===== config.mk =====
export PLATFORM = sky130hd
export DESIGN_NAME = rf_port_arbiter
export DESIGN_NICKNAME = d
export VERILOG_FILES = /design/src/rtl/rf_arb_pkg.sv /design/src/rtl/rr_arbiter2.sv /design/src/rtl/rf_port_arbiter.sv
export SDC_FILE = /design/constraint.sdc
export NUM_CORES = 1
export LEC_CHECK = 0
export CAP_MARGIN = 10
export CORE_MARGIN = 5
export CORE_UTILIZATION = 45
export CTS_CLUSTER_DIAMETER = 50
export CTS_CLUSTER_SIZE = 40
export DETAILED_ROUTE_END_ITERATION = 10
export MAX_ROUTING_LAYER = met4
export PLACE_DENSITY = 0.85
export RECOVER_POWER = 50
export SLEW_MARGIN = 25
export SYNTH_ARGS = -nofsm -noshare
export SYNTH_HDL_FRONTEND = slang
export SYNTH_SLANG_ARGS = --single-unit

===== constraint.sdc =====
create_clock -name CLK -period 2.3 [get_ports CLK]
set_input_delay 0.23 -clock CLK [delete_from_list [all_inputs] [get_ports CLK]]
set_output_delay 0.23 -clock CLK [all_outputs]
set_load 0.03 [all_outputs]

===== src/rtl/rf_arb_pkg.sv =====
// Shared types and constants for the register-file port arbiter.
package rf_arb_pkg;

    localparam int NUM_REQ = 2;
    localparam int CMD_W   = 8;
    localparam int CMD_D   = 4;

    typedef enum logic {
        SERVE = 1'b0,
        CLEAR = 1'b1
    } arb_state_t;

    // One-entry command stage contents at the default widths.
    typedef struct packed {
        logic             valid;
        logic             src;
        logic             we;
        logic [CMD_D-1:0] addr;
        logic [CMD_W-1:0] wdata;
    } cmd_t;

endpackage


===== src/rtl/rr_arbiter2.sv =====
// Two-input round-robin picker; rr_last remembers the most recent winner.
module rr_arbiter2 (
    input  logic       CLK,
    input  logic       Reset,
    input  logic [1:0] req,
    input  logic       advance,
    output logic [1:0] grant
);

    logic rr_last_reg;

    // A lone requester always wins; on contention the one that did not win last time goes.
    always_comb begin
        grant = 2'b00;
        case (req)
            2'b01:   grant = 2'b01;
            2'b10:   grant = 2'b10;
            2'b11:   grant = rr_last_reg ? 2'b01 : 2'b10;
            default: grant = 2'b00;
        endcase
    end

    // Remember the winner only when its request was actually taken.
    always_ff @(posedge CLK or posedge Reset) begin
        if (Reset) begin
            rr_last_reg <= 1'b0;
        end else if (advance) begin
            rr_last_reg <= grant[1];
        end
    end

endmodule


===== src/rtl/rf_port_arbiter.sv =====
// Shares a single-port register file between two requesters through a
// one-entry command stage, with a built-in whole-file clear sequencer.
module rf_port_arbiter
    import rf_arb_pkg::*;
#(
    parameter int W              = CMD_W,
    parameter int D              = CMD_D,
    parameter bit CLEAR_ON_RESET = 1'b0
) (
    input  logic                 CLK,
    input  logic                 Reset,
    input  logic [NUM_REQ-1:0]   req_valid,
    input  logic [NUM_REQ-1:0]   req_we,
    input  logic [NUM_REQ*D-1:0] req_addr,
    input  logic [NUM_REQ*W-1:0] req_wdata,
    output logic [NUM_REQ-1:0]   req_ready,
    output logic [NUM_REQ-1:0]   resp_valid,
    output logic [W-1:0]         resp_rdata,
    input  logic                 clear_start,
    output logic                 clear_busy,
    output logic                 clear_done,
    output logic                 rf_write_en,
    output logic [D-1:0]         rf_addr,
    output logic [W-1:0]         rf_data_in,
    input  logic [W-1:0]         rf_data_out
);

    localparam arb_state_t RESET_STATE = CLEAR_ON_RESET ? CLEAR : SERVE;

    arb_state_t         state_reg;
    logic [D-1:0]       clr_cnt_reg;
    logic               cmd_valid_reg;
    logic               cmd_src_reg;
    logic               cmd_we_reg;
    logic [D-1:0]       cmd_addr_reg;
    logic [W-1:0]       cmd_wdata_reg;
    logic [NUM_REQ-1:0] resp_valid_reg;
    logic [W-1:0]       resp_rdata_reg;
    logic               clear_done_reg;

    logic [NUM_REQ-1:0] grant;
    logic               serve_open;
    logic               accept;
    logic               win;
    logic               clr_last;
    logic [D-1:0]       addr_arr  [NUM_REQ];
    logic [W-1:0]       wdata_arr [NUM_REQ];

    // Requests are only taken in SERVE and never in the cycle a clear is being asked for.
    assign serve_open = (state_reg == SERVE) && !clear_start;
    assign accept     = |(req_valid & req_ready);
    assign win        = grant[1];
    assign clr_last   = (clr_cnt_reg == {D{1'b1}});

    generate
        for (genvar gi = 0; gi < NUM_REQ; gi++) begin : g_req
            assign addr_arr[gi]  = req_addr[gi*D +: D];
            assign wdata_arr[gi] = req_wdata[gi*W +: W];
            assign req_ready[gi] = grant[gi] & serve_open;
        end
    endgenerate

    rr_arbiter2 u_rr (
        .CLK     (CLK),
        .Reset   (Reset),
        .req     (req_valid),
        .advance (accept),
        .grant   (grant)
    );

    // Sequencer state, command stage and read-response registers.
    always_ff @(posedge CLK or posedge Reset) begin
        if (Reset) begin
            state_reg      <= RESET_STATE;
            clr_cnt_reg    <= '0;
            cmd_valid_reg  <= 1'b0;
            cmd_src_reg    <= 1'b0;
            cmd_we_reg     <= 1'b0;
            cmd_addr_reg   <= '0;
            cmd_wdata_reg  <= '0;
            resp_valid_reg <= '0;
            resp_rdata_reg <= '0;
            clear_done_reg <= 1'b0;
        end else begin
            resp_valid_reg <= '0;
            clear_done_reg <= 1'b0;
            // The command executing now is a read: capture its data at this edge.
            if (cmd_valid_reg && !cmd_we_reg) begin
                resp_rdata_reg              <= rf_data_out;
                resp_valid_reg[cmd_src_reg] <= 1'b1;
            end
            case (state_reg)
                SERVE: begin
                    if (clear_start) begin
                        state_reg     <= CLEAR;
                        clr_cnt_reg   <= '0;
                        cmd_valid_reg <= 1'b0;
                    end else if (accept) begin
                        cmd_valid_reg <= 1'b1;
                        cmd_src_reg   <= win;
                        cmd_we_reg    <= req_we[win];
                        cmd_addr_reg  <= addr_arr[win];
                        cmd_wdata_reg <= wdata_arr[win];
                    end else begin
                        cmd_valid_reg <= 1'b0;
                    end
                end
                CLEAR: begin
                    clr_cnt_reg <= clr_cnt_reg + D'(1);
                    if (clr_last) begin
                        state_reg      <= SERVE;
                        clear_done_reg <= 1'b1;
                    end
                end
                default: state_reg <= SERVE;
            endcase
        end
    end

    // File port: the clear sweep owns it in CLEAR, otherwise the command stage does.
    always_comb begin
        rf_addr     = cmd_addr_reg;
        rf_data_in  = cmd_wdata_reg;
        rf_write_en = cmd_valid_reg & cmd_we_reg & ~Reset;
        if (state_reg == CLEAR) begin
            rf_addr     = clr_cnt_reg;
            rf_data_in  = '0;
            rf_write_en = ~Reset;
        end
    end

    assign clear_busy = (state_reg == CLEAR);
    assign clear_done = clear_done_reg;
    assign resp_valid = resp_valid_reg;
    assign resp_rdata = resp_rdata_reg;

endmodule


# ---- Word level (Yosys, flattened, before mapping)
# Cells that the tools add are included.
dict set report totals {
  out_inout_bits 27
  word_cells 62
  inputBits 39
  reg_bits 32
}
dict set report classes {
  magnitude_cmp 4
  bitwise_logic 9
  n_reduce_logical 7
  n_eq_ne 5
  n_addsub 1
  n_mux 25
}
# cell n
set ops {}
lappend ops {{$mux W8} 4}
lappend ops {{$mux W4} 5}
lappend ops {{$mux W1} 10}
lappend ops {{$pmux W4 S2} 1}
lappend ops {{$pmux W2 S3} 1}
lappend ops {{$add A4 B1 Y4 const B} 1}
lappend ops {{$and A1 B1 Y1} 4}
lappend ops {{$eq A2 B2 Y1 const B} 2}
lappend ops {{$eq A4 B4 Y1 const B} 1}
lappend ops {{$lt A1 B2 Y1 const B} 2}
lappend ops {{$mux W2} 2}
lappend ops {{$logic_and A1 B1 Y1} 3}
lappend ops {{$not A1 Y1} 3}
lappend ops {{$reduce_and A3 Y1} 1}
lappend ops {{$and A2 B2 Y2} 1}
lappend ops {{$eq A2 B1 Y1 const B} 1}
lappend ops {{$ge A2 B2 Y1 const B} 1}
lappend ops {{$logic_not A1 Y1} 2}
lappend ops {{$ne A2 B2 Y1 const B} 1}
lappend ops {{$not A1 Y2} 1}
lappend ops {{$pmux W1 S2} 1}
lappend ops {{$reduce_or A2 Y1} 1}
lappend ops {{$demux W1 S1} 1}
lappend ops {{$ge A1 B1 Y1 const B} 1}

# ---- Logic depth before layout (Yosys ltp)
# Gate-level depths: netlist (run 1).
dict set report depth {
  ltp_word 7
  ltp_mapped 4
  mapped_depth_nobuf 4
}

# ---- Modules after synthesis
# A second synthesis (run 1) with hierarchy kept.
dict set report unflattened {
  cells_unflattened 118
  area_unflattened_um2 1609.0
}
# module area_each_um2 seq_area_each_um2 n_inst cells_per_inst
set modules_own_cells {}
lappend modules_own_cells {rf_port_arbiter 1542.7 775.7 1 112}
lappend modules_own_cells {rr_arbiter2 66.3 25.0 1 6}

# ---- Worst setup path before layout (run 1)
# OpenSTA, ideal clock, no wires.
dict set report synth_timing {
  path_type {reg2out}
  from {register u_rr.rr_last_reg}
  to {output port req_ready[1]}
  slack_ns 0.563
  arrival_time_ns 1.507
  stages_incl_launch_ff 4
  path_buffers 1
  required_time_ns 2.070
  cell_sequence {dfrtp_1 a21bo_2 buf_6 nor3_1}
}
dict set report synth_between {
  elab_chain_len 3
}
# element line_no
set synth_rtl {}
lappend synth_rtl {{start: declaration} rr_arbiter2.sv:10} ;# logic rr_last_reg;
lappend synth_rtl {{start signal: assignment} rr_arbiter2.sv:28} ;# rr_last_reg <= grant[1];
lappend synth_rtl {{$mux W2} rr_arbiter2.sv:18} ;# 2'b11: grant = rr_last_reg ? 2'b01 : 2'b10;
lappend synth_rtl {{$pmux W2 S3} rr_arbiter2.sv:15} ;# case (req)
lappend synth_rtl {{$and A1 B1 Y1} rf_port_arbiter.sv:59} ;# assign req_ready[gi] = grant[gi] & serve_open;
lappend synth_rtl {{end: declaration} rf_port_arbiter.sv:16} ;# output logic [NUM_REQ-1:0] req_ready,
# Every way passes these cells.

# ---- Worst setup path in the final report (run 1)
dict set report layout_timing {
  from {register state_reg, in the netlist clear_busy}
  to {output port rf_data_in[6]}
}
dict set report layout_between {
  elab_chain_len 1
}
# element line_no
set layout_rtl {}
lappend layout_rtl {{start: declaration} rf_port_arbiter.sv:30} ;# arb_state_t state_reg;
lappend layout_rtl {{start signal: assignment} rf_port_arbiter.sv:74} ;# state_reg <= RESET_STATE;
lappend layout_rtl {{start signal: assignment} rf_port_arbiter.sv:95} ;# state_reg <= CLEAR;
lappend layout_rtl {{start signal: assignment} rf_port_arbiter.sv:111} ;# state_reg <= SERVE;
lappend layout_rtl {{$mux W8} rf_port_arbiter.sv:125} ;# if (state_reg == CLEAR) begin
lappend layout_rtl {{end: declaration} rf_port_arbiter.sv:24} ;# output logic [W-1:0] rf_data_in,
# Every way passes these cells.

==> results.toml, run 1 <==
[floorplanning]
die-area_um2 = 4680
core.rowCount = 21
io_pins = 66
initial_core_util_pct = 46.3
core_area_um2 = 3310
die_height_um = 68.4
die_width_um = 68.4

[detailed_routing]
route.met3.wl_um = 259
avgRoutedWirePerCell_um = 14.7
wl_met1_um = 1420
vias = 1146
ant_nets = 0
maxUsedRoutingLayer = "met4"
dr.pass1.iters = 4
remaining_drc_errors = 0
viasPerCell = 4.92
routed_wirelength_um = 3420
dr_wl_met2_um = 1690
drtIter0Drc = 16

[setup_path]
critPathMaxStageDelay_ns = 0.70
crit_chain = "buf_4 > nor2b_1 > clkdlybuf4s50_1"
cpMaxStageDelayCell = "clkdlybuf4s50_1"
crit_path_end_kind = "primary output"
path_class = "reg2out"
cp.required_ns = 2.07
crit_fanout = 15
critPathLaunchType = "register"
critPathArrivalTime_ns = 1.92

[timing]
setup-tns-final_ns = 0
period_share_pct = 93.3
fmax_mhz = 466
layout_setup_ws_ns = 0.153
relSlewSlack_pct = 51.5
hold_ws_ns = 0.429
finClkSkew_ns = 0.00841
hold_violations = 0
drv_slew = 0
layout_min_cycle_time_ns = 2.15
rsz0062_at_grt = "false"
setup_viol = 0
tightest_slew_ns = 0.726

[synth]
yosys_warnings = 0
syn_nets = 154
syn_inst = 114
netlist_area_um2 = 1530
ys_ff_latch = 32
netlist-cell-type-count = 28
ys_seq_area_share_pct = 52.2
synth_area_per_cell_um2 = 13.5

[placement]
dp_hpwl_um = 2660
dpl_worst_slack_ns = 0.319
port_buffers = 65
gp_congestion = 0.732

[global_route]
grt_overflow = 0
antenna_found_initial = 0
grt_pass1_wl_um = 5620
grt_use_total_pct = 17.1
grt_start_max_net_pins = 33
grt_pass1_vias = 1246

[power]
power.density_nw_per_um2 = 1250
ir_drop_uv = 802
p_leak_nw = 1.03
fin_total_pwr_mw = 2.92

[clocking]
ctsHoldBuffers = 0
cts.sinks = 32
post_cts_buffers = 0
cts_tree = "done"
cts_made_buffers = 5
cts-root-buf = "clkbuf_4"
clk_latency_ns = 0.33
htree_num_levels = 2
clk_pin_slew_worst_paths_ns = 0.10
cts_max_path_buffers = 2

[finish]
nets = 226
regArea_um2 = 802
drive_gt1_share_pct = 25.7
syn_to_final_growth_pct = 52.4
nFillCells = 270
multi_input_area_um2 = 696
diodes = 0
final_util_pct = 70.6

[outcome]
status = "finished, final reports clean"

[job]
drv_cap = 0

[worst_hold_path]
hold_path_class = "in2async"
## kinds of logic (layout without fill, tap and decap cells)
| group | Yosys count | in the layout | synth area share [%] |
|---|---|---|---|
| XOR/XNOR | 2 | 2 | 1.14 |
| AND/OR/NAND/NOR | 23 | 23 | 8.48 |
| flip-flops | 32 | 32 | 52.2 |
| buffers and inverters | 7 | 80 | 2.28 |
| AO/OA/AOI/OAI | 10 | 10 | 4.24 |
| multiplexers | 39 | 39 | 30.8 |
| adder cells (fa/ha/maj) | 1 | 1 | 0.816 |
## timing repair
action / 4_1_cts / 5_1_grt
endpoints found under the hold margin: 0 / 0
gates resized for setup: 0 / 2
endpoints found under the setup margin: 0 / 8
## final cells by class
cell class,instances,share of cell area [%]
tap,46,2.46
inverter,2,0.321
sequential,32,34.3
clock inverter,1,1.28
timing repair buffer,70,29.1
clock buffer,7,2.78
multi-input combinational,75,29.7
## cells in the final DEF, fill, tap and decap left out, types with 2 or more instances in the layout
cell,instances
dfrtp_1,31
mux2_2,26
inv_1,2
nor2b_1,10
a21o_1,2
a21oi_1,3
buf_4,4
clkbuf_8,2
clkdlybuf4s50_1,62
nor2_1,3
nand2_1,4
clkbuf_4,5
clkbuf_1,2
mux2_1,4
mux2_4,9
## cell usage after synthesis, drive strengths merged
master  instances  area [um^2]
xnor2           1         8.76
inv             2         7.51
nand3           1         5.00
buf             2         16.3
a21bo           1         10.0
xor2            1         8.76
clkbuf          3         11.3
a21oi           3         15.0
dfrtp          32          801
a21o            2         15.0
and4            1         8.76
nor3            1         5.00
and2            1         6.26
mux2           39          473
a31oi           1         6.26
nor3b           1         7.51
nor2            3         13.8
nand2           4         15.0
nor2b          10         62.6
a22o            1         8.76
ha              1         12.5
o21ai           2         10.0
nand2b          1         6.26
## layer usage
layer	track usage, %	up-vias
met2	28.6	45
li1	-	542
met5	-	-
met3	5.58	4
met1	18.8	555
met4	6.70	0
## power breakdown
| group | total [mW] | internal (mW) | switching (mW) | leakage [nW] |
|---|---|---|---|---|
| Sequential | 1.02 | 0.832 | 0.184 | 0.387 |
| Clock | 0.477 | 0.289 | 0.189 | 0.0515 |
| Combinational | 1.42 | 0.751 | 0.671 | 0.595 |
| Total | 2.92 | 1.87 | 1.04 | 1.03 |
## critical path: cells and delay by family, from the launching register on
family,cells,cell delay (ns)
buffers and inverters,2,0.90
DFF,1,0.53
and+or+nand+nor,1,0.15
## stage by stage
step                      instances  instance area (um^2)
final                           233                  2340
after global routing            233                  2340
after CTS                       233                  2340
after detailed placement        225                  2250
after global placement          225                  2250
after floorplan                 114                  1530
## path summary, 6_finish.rpt
kind                                              startpoint                      endpoint  slack, ns  cells after the start
worst min-delay path                                   Reset  cmd_wdata_reg[4]$_DFFE_PP0P_       0.43                      3
min in group CLK                     cmd_src_reg$_DFFE_PP0P_       resp_valid[0]$_DFF_PP0_       0.47                      1
worst min register to register       cmd_src_reg$_DFFE_PP0P_       resp_valid[0]$_DFF_PP0_       0.47                      1
worst max register to register  u_rr.rr_last_reg$_DFFE_PP0P_   cmd_addr_reg[1]$_DFFE_PP0P_       0.56                      3
max in group asynchronous                              Reset          clear_busy$_DFF_PP0_       1.55                      3
worst max-delay path                    clear_busy$_DFF_PP0_                 rf_data_in[6]       0.15                      3
(Power assumes the default switching activity.)
==> run 2, diff against run 1 <==
--- a/config.mk
+++ b/config.mk
@@ -7,12 +7,11 @@
 export LEC_CHECK = 0
 export CAP_MARGIN = 10
 export CORE_MARGIN = 5
-export CORE_UTILIZATION = 45
+export CORE_UTILIZATION = 30
 export CTS_CLUSTER_DIAMETER = 50
 export CTS_CLUSTER_SIZE = 40
 export DETAILED_ROUTE_END_ITERATION = 10
 export MAX_ROUTING_LAYER = met4
-export PLACE_DENSITY = 0.85
 export RECOVER_POWER = 50
 export SLEW_MARGIN = 25
 export SYNTH_ARGS = -nofsm -noshare
==> constraint.sdc (replaced) <==
create_clock -name CLK -period 2.07 [get_ports CLK]
set_input_delay 0.207 -clock CLK [delete_from_list [all_inputs] [get_ports CLK]]
set_output_delay 0.207 -clock CLK [all_outputs]
set_load 0.03 [all_outputs]
==> run 2 against run 1 <==
Against the previous run:
- utilization down 24 points
- global-route usage down 5.3 points
- cell count up 10%
- design area up 1.5%
- largest cell class unchanged
==> results.toml, run 2 (same netlist as run 1, synthesis figures left out) <==
[outcome]
status = "finished, final reports clean"

[floorplanning]
die_height_um = 81.5
io_pins = 66
core_area_um2 = 5040
die_width_um = 81.5
initial_core_util_pct = 30.4
core.rowCount = 26
die-area_um2 = 6640

[worst_hold_path]
hold_path_startpoint = "cmd_src_reg$_DFFE_PP0P_"
hold_path_class = "reg2reg"
hold_depth = 1
hold-path-endpoint = "resp_valid[0]$_DFF_PP0_"

[placement]
gp_congestion = 0.744
dp_hpwl_um = 2690
port_buffers = 65
place_inst = 250

[global_route]
antenna_found_initial = 0
grt_use_total_pct = 11.8
grt_pass1_vias = 1201
grt_start_max_net_pins = 33
grtUsageMet1_pct = 14.2
grt_overflow = 0
gr-usage-met2_pct = 18.6
grt_use_met3_pct = 4.61
busiest_layer = "met2"
grt_pass1_wl_um = 5780

[timing]
tightest_slew_ns = 0.811
setup-tns-final_ns = 0
setup_viol = 0
relSlewSlack_pct = 45.9
rsz0062_at_grt = "false"
drv_slew = 0
hold_violations = 0
finClkSkew_ns = 0.00508
layout_min_cycle_time_ns = 1.98
period_share_pct = 95.9
fmax_mhz = 504

[clocking]
clk_latency_ns = 0.28
ctsHoldBuffers = 0
cts_max_path_buffers = 2
cts-root-buf = "clkbuf_8"
cts.sinks = 32
post_cts_buffers = 0
cts_resized = 2
cts_made_buffers = 5
htree_num_levels = 2
cts_tree = "done"
clk_pin_slew_worst_paths_ns = 0.06

[finish]
diodes = 0
final_cell_mix = "clkdlybuf4s50_1, dfrtp_1, mux2_2, nor2b_1, mux2_4"
fin_cells = 257
drive_gt1_share_pct = 27.3
mostFrequentLayoutCell = "clkdlybuf4s50_1"
syn_to_final_growth_pct = 54.7
nets = 227

[detailed_routing]
avgRoutedWirePerCell_um = 13.8
routed_wirelength_um = 3550
remaining_drc_errors = 0
drtIter0Drc = 42
ant_nets = 0
vias = 1122
viasPerCell = 4.37
dr.pass1.iters = 2

[setup_path]
critPathArrivalTime_ns = 1.78
cp.required_ns = 1.86
path_class = "reg2out"
critPathLaunchType = "register"
r2r_end = "cmd_addr_reg[2]$_DFFE_PP0P_"
r2r_start = "clear_busy$_DFF_PP0_"
crit_path_end_kind = "primary output"
crit_fanout = 15
rrSetupSlack_ns = 0.46
r2r_cells = 5

[power]
comb_power_share_pct = 50.5
p_int_mw = 2.00
power.density_nw_per_um2 = 1330
fin_total_pwr_mw = 3.16
p_leak_nw = 1.14
switching_share_pct = 36.9
pwr-share-seq_pct = 35.5
power.share.clock_pct = 14.0
ir_drop_uv = 522
p_sw_mw = 1.17

[job]
drv_cap = 0
==> run 2: changes by cell type in the layout (fill, tap and decap cells not counted), moves of 2 or more <==
cell,previous run,this run
clkbuf_8,2,5
buf_4,4,6
dlymetal6s2s_1,1,7
clkdlybuf4s50_1,62,54
clkbuf_4,5,0
==> run 2: through the flow <==
| stage | util, % | setup WS, ns | hold slack (ns) | cell area [um^2] |
|---|---|---|---|---|
| floorplan | - | 0.356 | 0.304 | 1530 |
| global placement | 45.3 | 0.172 | 0.449 | 2280 |
| detailed placement | 45.3 | 0.113 | 0.451 | 2280 |
| CTS | 46.8 | 0.0325 | 0.368 | 2360 |
| global route | 47.1 | 0.000533 | 0.500 | 2370 |
| finish | 47.1 | 0.0857 | 0.458 | 2370 |
==> run 2: routing by layer <==
| metal | vias up | share of wire (%) |
|---|---|---|
| met3 | 4 | 7.8 |
| met1 | 533 | 45 |
| met5 | - | 0 |
| li1 | 541 | - |
| met2 | 44 | 47 |
| met4 | 0 | 0.76 |
==> run 2: final cells by class <==
type / count / area (um^2)
Clock inverter: 1 / 5.00
Timing Repair Buffer: 71 / 701
Fill cell: 460 / 2670
Sequential cell: 32 / 802
Inverter: 2 / 7.51
Tap cell: 70 / 87.6
Multi-Input combinational cell: 75 / 698
Clock buffer: 6 / 72.6
==> run 2: how the worst max path moves through the flow <==
stage / start / to / slack (ns) / cells past startpoint
floorplan: u_rr.rr_last_reg$_DFFE_PP0P_ / req_ready[1] / 0.36 / 3
detailed placement: req_valid[1] / cmd_addr_reg[1]$_DFFE_PP0P_ / 0.11 / 4
finish: clear_busy$_DFF_PP0_ / rf_addr[3] / 0.09 / 2
global route: clear_busy$_DFF_PP0_ / rf_addr[3] / 0.0005 / 2
global placement: req_valid[0] / cmd_addr_reg[2]$_DFFE_PP0P_ / 0.17 / 4
CTS: clear_busy$_DFF_PP0_ / rf_data_in[2] / 0.03 / 3
==> run 2: power by group through the flow <==
stage	Clock, mW	Combinational (mW)	Sequential [mW]
after floorplan	0	0.852	1.28
after global placement	0	1.60	1.12
after detailed placement	0	1.64	1.14
after CTS	0.467	1.64	1.13
after global routing	0.496	1.72	1.17
final	0.443	1.60	1.12
==> run 2: worst max-delay path, stage by stage, from the launching register on <==
cell and delay [ns]:
dfrtp_2 0.52, mux2_2 0.38, clkdlybuf4s50_1 0.60
==> run 3, diff against run 2 <==
--- a/config.mk
+++ b/config.mk
@@ -5,9 +5,11 @@
 export SDC_FILE = /design/constraint.sdc
 export NUM_CORES = 1
 export LEC_CHECK = 0
+export ABC_AREA = 1
 export CAP_MARGIN = 10
 export CORE_MARGIN = 5
 export CORE_UTILIZATION = 30
+export CTS_BUF_LIST = sky130_fd_sc_hd__clkbuf_8 sky130_fd_sc_hd__clkbuf_16
 export CTS_CLUSTER_DIAMETER = 50
 export CTS_CLUSTER_SIZE = 40
 export DETAILED_ROUTE_END_ITERATION = 10
==> run 3 against run 2 <==
Against the previous run:
- combinational power fell by 6%
- register-to-register slack improved by 0.09 ns
- clock skew barely moved
- synthesized area rose by 10%
- cell count rose by 36%
- critical path depth rose by 2
- sequential share of layout area fell by 0.92 points
- routed wire length rose by 15%
- clock-buffer cell count fell by 1
- utilization fell by 2.8 points
- critical path type unchanged
- largest power group unchanged
==> results.toml, run 3 <==
[timing]
layout_min_cycle_time_ns = 1.89
hold_violations = 0
setup-tns-final_ns = 0
tightest_slew_ns = 0.854
drv_slew = 0
finClkSkew_ns = 0.00460
rsz0062_at_grt = "false"
fmax_mhz = 530
relSlewSlack_pct = 43.1
hold_ws_ns = 0.429
setup_viol = 0
period_share_pct = 91.1

[power]
p_leak_nw = 1.23
power.density_nw_per_um2 = 1250
fin_total_pwr_mw = 3.05
ir_drop_uv = 539

[synth]
synth_top_family_by_area = "simple AND/OR/NAND/NOR gates"
yosys.area.top_type = "dfrtp_1"
yosysTopAreaCellShare_pct = 47.3
synthArstFlopShare_pct = 100
synthAdderAreaFrac_pct = 0.739
synth_simple_gate_area_share_pct = 31.7
yosysMostFrequentCell = "nand2_1"
yosys-top-cells-count = "nand2_1, inv_1, dfrtp_1"
synth.area.mux_share_pct = 0
netlist-cell-type-count = 22
syn_nets = 250
synth_area_per_cell_um2 = 8.07
syn_inst = 210
ys_ff_latch = 32
ys.flop_type = "dfrtp_1"
synth_compound_area_share_pct = 6.20
netlist_area_um2 = 1690
ys_seq_area_share_pct = 47.3
synth_xor_xnor_area_share_pct = 0
yosys-top-cells-area = "dfrtp_1, nand2_1, inv_1"
yosys_warnings = 0
synth-edff-count = 0

[global_route]
busiest_layer = "met2"
grt_pass1_wl_um = 6670
grt_pass1_vias = 1434
gr-usage-met2_pct = 18.9
grt_use_total_pct = 12.1
grtUsageMet1_pct = 14.7
grt_overflow = 0
grt_use_met3_pct = 2.82
antenna_found_initial = 0
grt_start_max_net_pins = 21

[setup_path]
r2r_cells = 5
path_class = "reg2out"
cp.required_ns = 1.86
crit_path_end_kind = "primary output"
cp-endpoint = "rf_addr[2]"
rrSetupSlack_ns = 0.55
crit_fanout = 16
startpoint = "clear_busy$_DFF_PP0_"
r2r_end = "cmd_valid_reg$_DFFE_PP0N_"
critPathArrivalTime_ns = 1.68
critPathLaunchType = "register"
r2r_start = "clear_busy$_DFF_PP0_"

[detailed_routing]
drtIter0Drc = 92
vias = 1464
routed_wirelength_um = 4070
ant_nets = 0
viasPerCell = 4.19
dr.pass1.iters = 4
remaining_drc_errors = 0
avgRoutedWirePerCell_um = 11.7

[clocking]
cts_tree = "done"
cts_made_buffers = 5
cts-root-buf = "clkbuf_8"
ctsHoldBuffers = 0
clk_pin_slew_worst_paths_ns = 0.06
cts_max_path_buffers = 2
clk_latency_ns = 0.28
cts.sinks = 32
htree_num_levels = 2

[floorplanning]
initial_core_util_pct = 30.8
die_width_um = 85.1
core_area_um2 = 5510
die_height_um = 85.1
core.rowCount = 27
io_pins = 66
die-area_um2 = 7250

[finish]
nets = 317
regArea_um2 = 802
mostFrequentLayoutCell = "nand2_1"
syn_to_final_growth_pct = 44.0
multi_input_area_um2 = 654
drive_gt1_share_pct = 7.94
final_util_pct = 44.3
diodes = 0
final_cell_mix = "nand2_1, clkdlybuf4s50_1, inv_1, dfrtp_1, nand3_1"
nFillCells = 540

[placement]
dp_hpwl_um = 3120
gp_congestion = 0.740
port_buffers = 65

[outcome]
status = "finished, final reports clean"

[job]
drv_cap = 0

[worst_hold_path]
hold_path_class = "in2async"
## run 3: worst min path at each step
stage                                  startpoint                         to  slack (ns)  depth (start not counted)
after CTS                                   Reset  resp_rdata[3]$_DFFE_PP0P_        0.31                          2
after global routing      cmd_src_reg$_DFFE_PP0P_    resp_valid[0]$_DFF_PP0_        0.48                          1
after floorplan                             Reset       clear_busy$_DFF_PP0_        0.32                          1
after global placement    cmd_src_reg$_DFFE_PP0P_    resp_valid[0]$_DFF_PP0_        0.43                          1
after detailed placement  cmd_src_reg$_DFFE_PP0P_    resp_valid[0]$_DFF_PP0_        0.44                          1
final                                       Reset  resp_rdata[4]$_DFFE_PP0P_        0.43                          2
## run 3: logic make-up after synthesis
group / count (synthesis)
AOI/OAI and AO/OA: 18
DFF: 32
and+or+nand+nor: 112
buffers and inverters: 47
adders and majority gates: 1
## run 3: area by class of cell
class                      instances  area share, %
clock buffer                       5           2.82
timing repair buffer              69           27.5
sequential                        32           32.9
multi-input combinational        131           26.8
inverter                          38           5.95
clock inverter                     2          0.359
tap                               72           3.69
## run 3: timing repair
item | 4_1_cts | 5_1_grt
setup endpoints to repair | 0 | 1
buffers inserted | 0 | 0
hold endpoints to repair | 0 | 0
resized for setup | 0 | 1
## run 3: per-stage QoR
| step | cells | setup WS (ns) | cell area (um^2) |
|---|---|---|---|
| 2_1_floorplan | 210 | 0.184 | 1690 |
| 3_3_place_gp | 342 | 0.332 | 2370 |
| 3_5_place_dp | 342 | 0.312 | 2370 |
| 4_1_cts | 349 | 0.0221 | 2450 |
| 5_1_grt | 349 | 0.109 | 2440 |
| 6_report | 349 | 0.183 | 2440 |
## run 3: power by group
part / total (mW) / leakage [nW] / internal, mW / switching (mW)
Sequential: 1.11 / 0.395 / 0.915 / 0.194
Clock: 0.442 / 0.0452 / 0.223 / 0.219
Combinational: 1.50 / 0.785 / 0.613 / 0.887
## run 3: routing by layer
| layer | wire length, um | vias to the layer above |
|---|---|---|
| met1 | 1830 | 634 |
| met2 | 1900 | 45 |
| li1 | - | 777 |
| met5 | 0 | - |
| met4 | 82 | 0 |
| met3 | 254 | 8 |
## run 3: critical path, cell delays in order (launching register included)
cell and delay, ns:
dfrtp_2 0.52, inv_1 0.11, nand2_1 0.05, nand2_1 0.05
clkdlybuf4s50_1 0.66
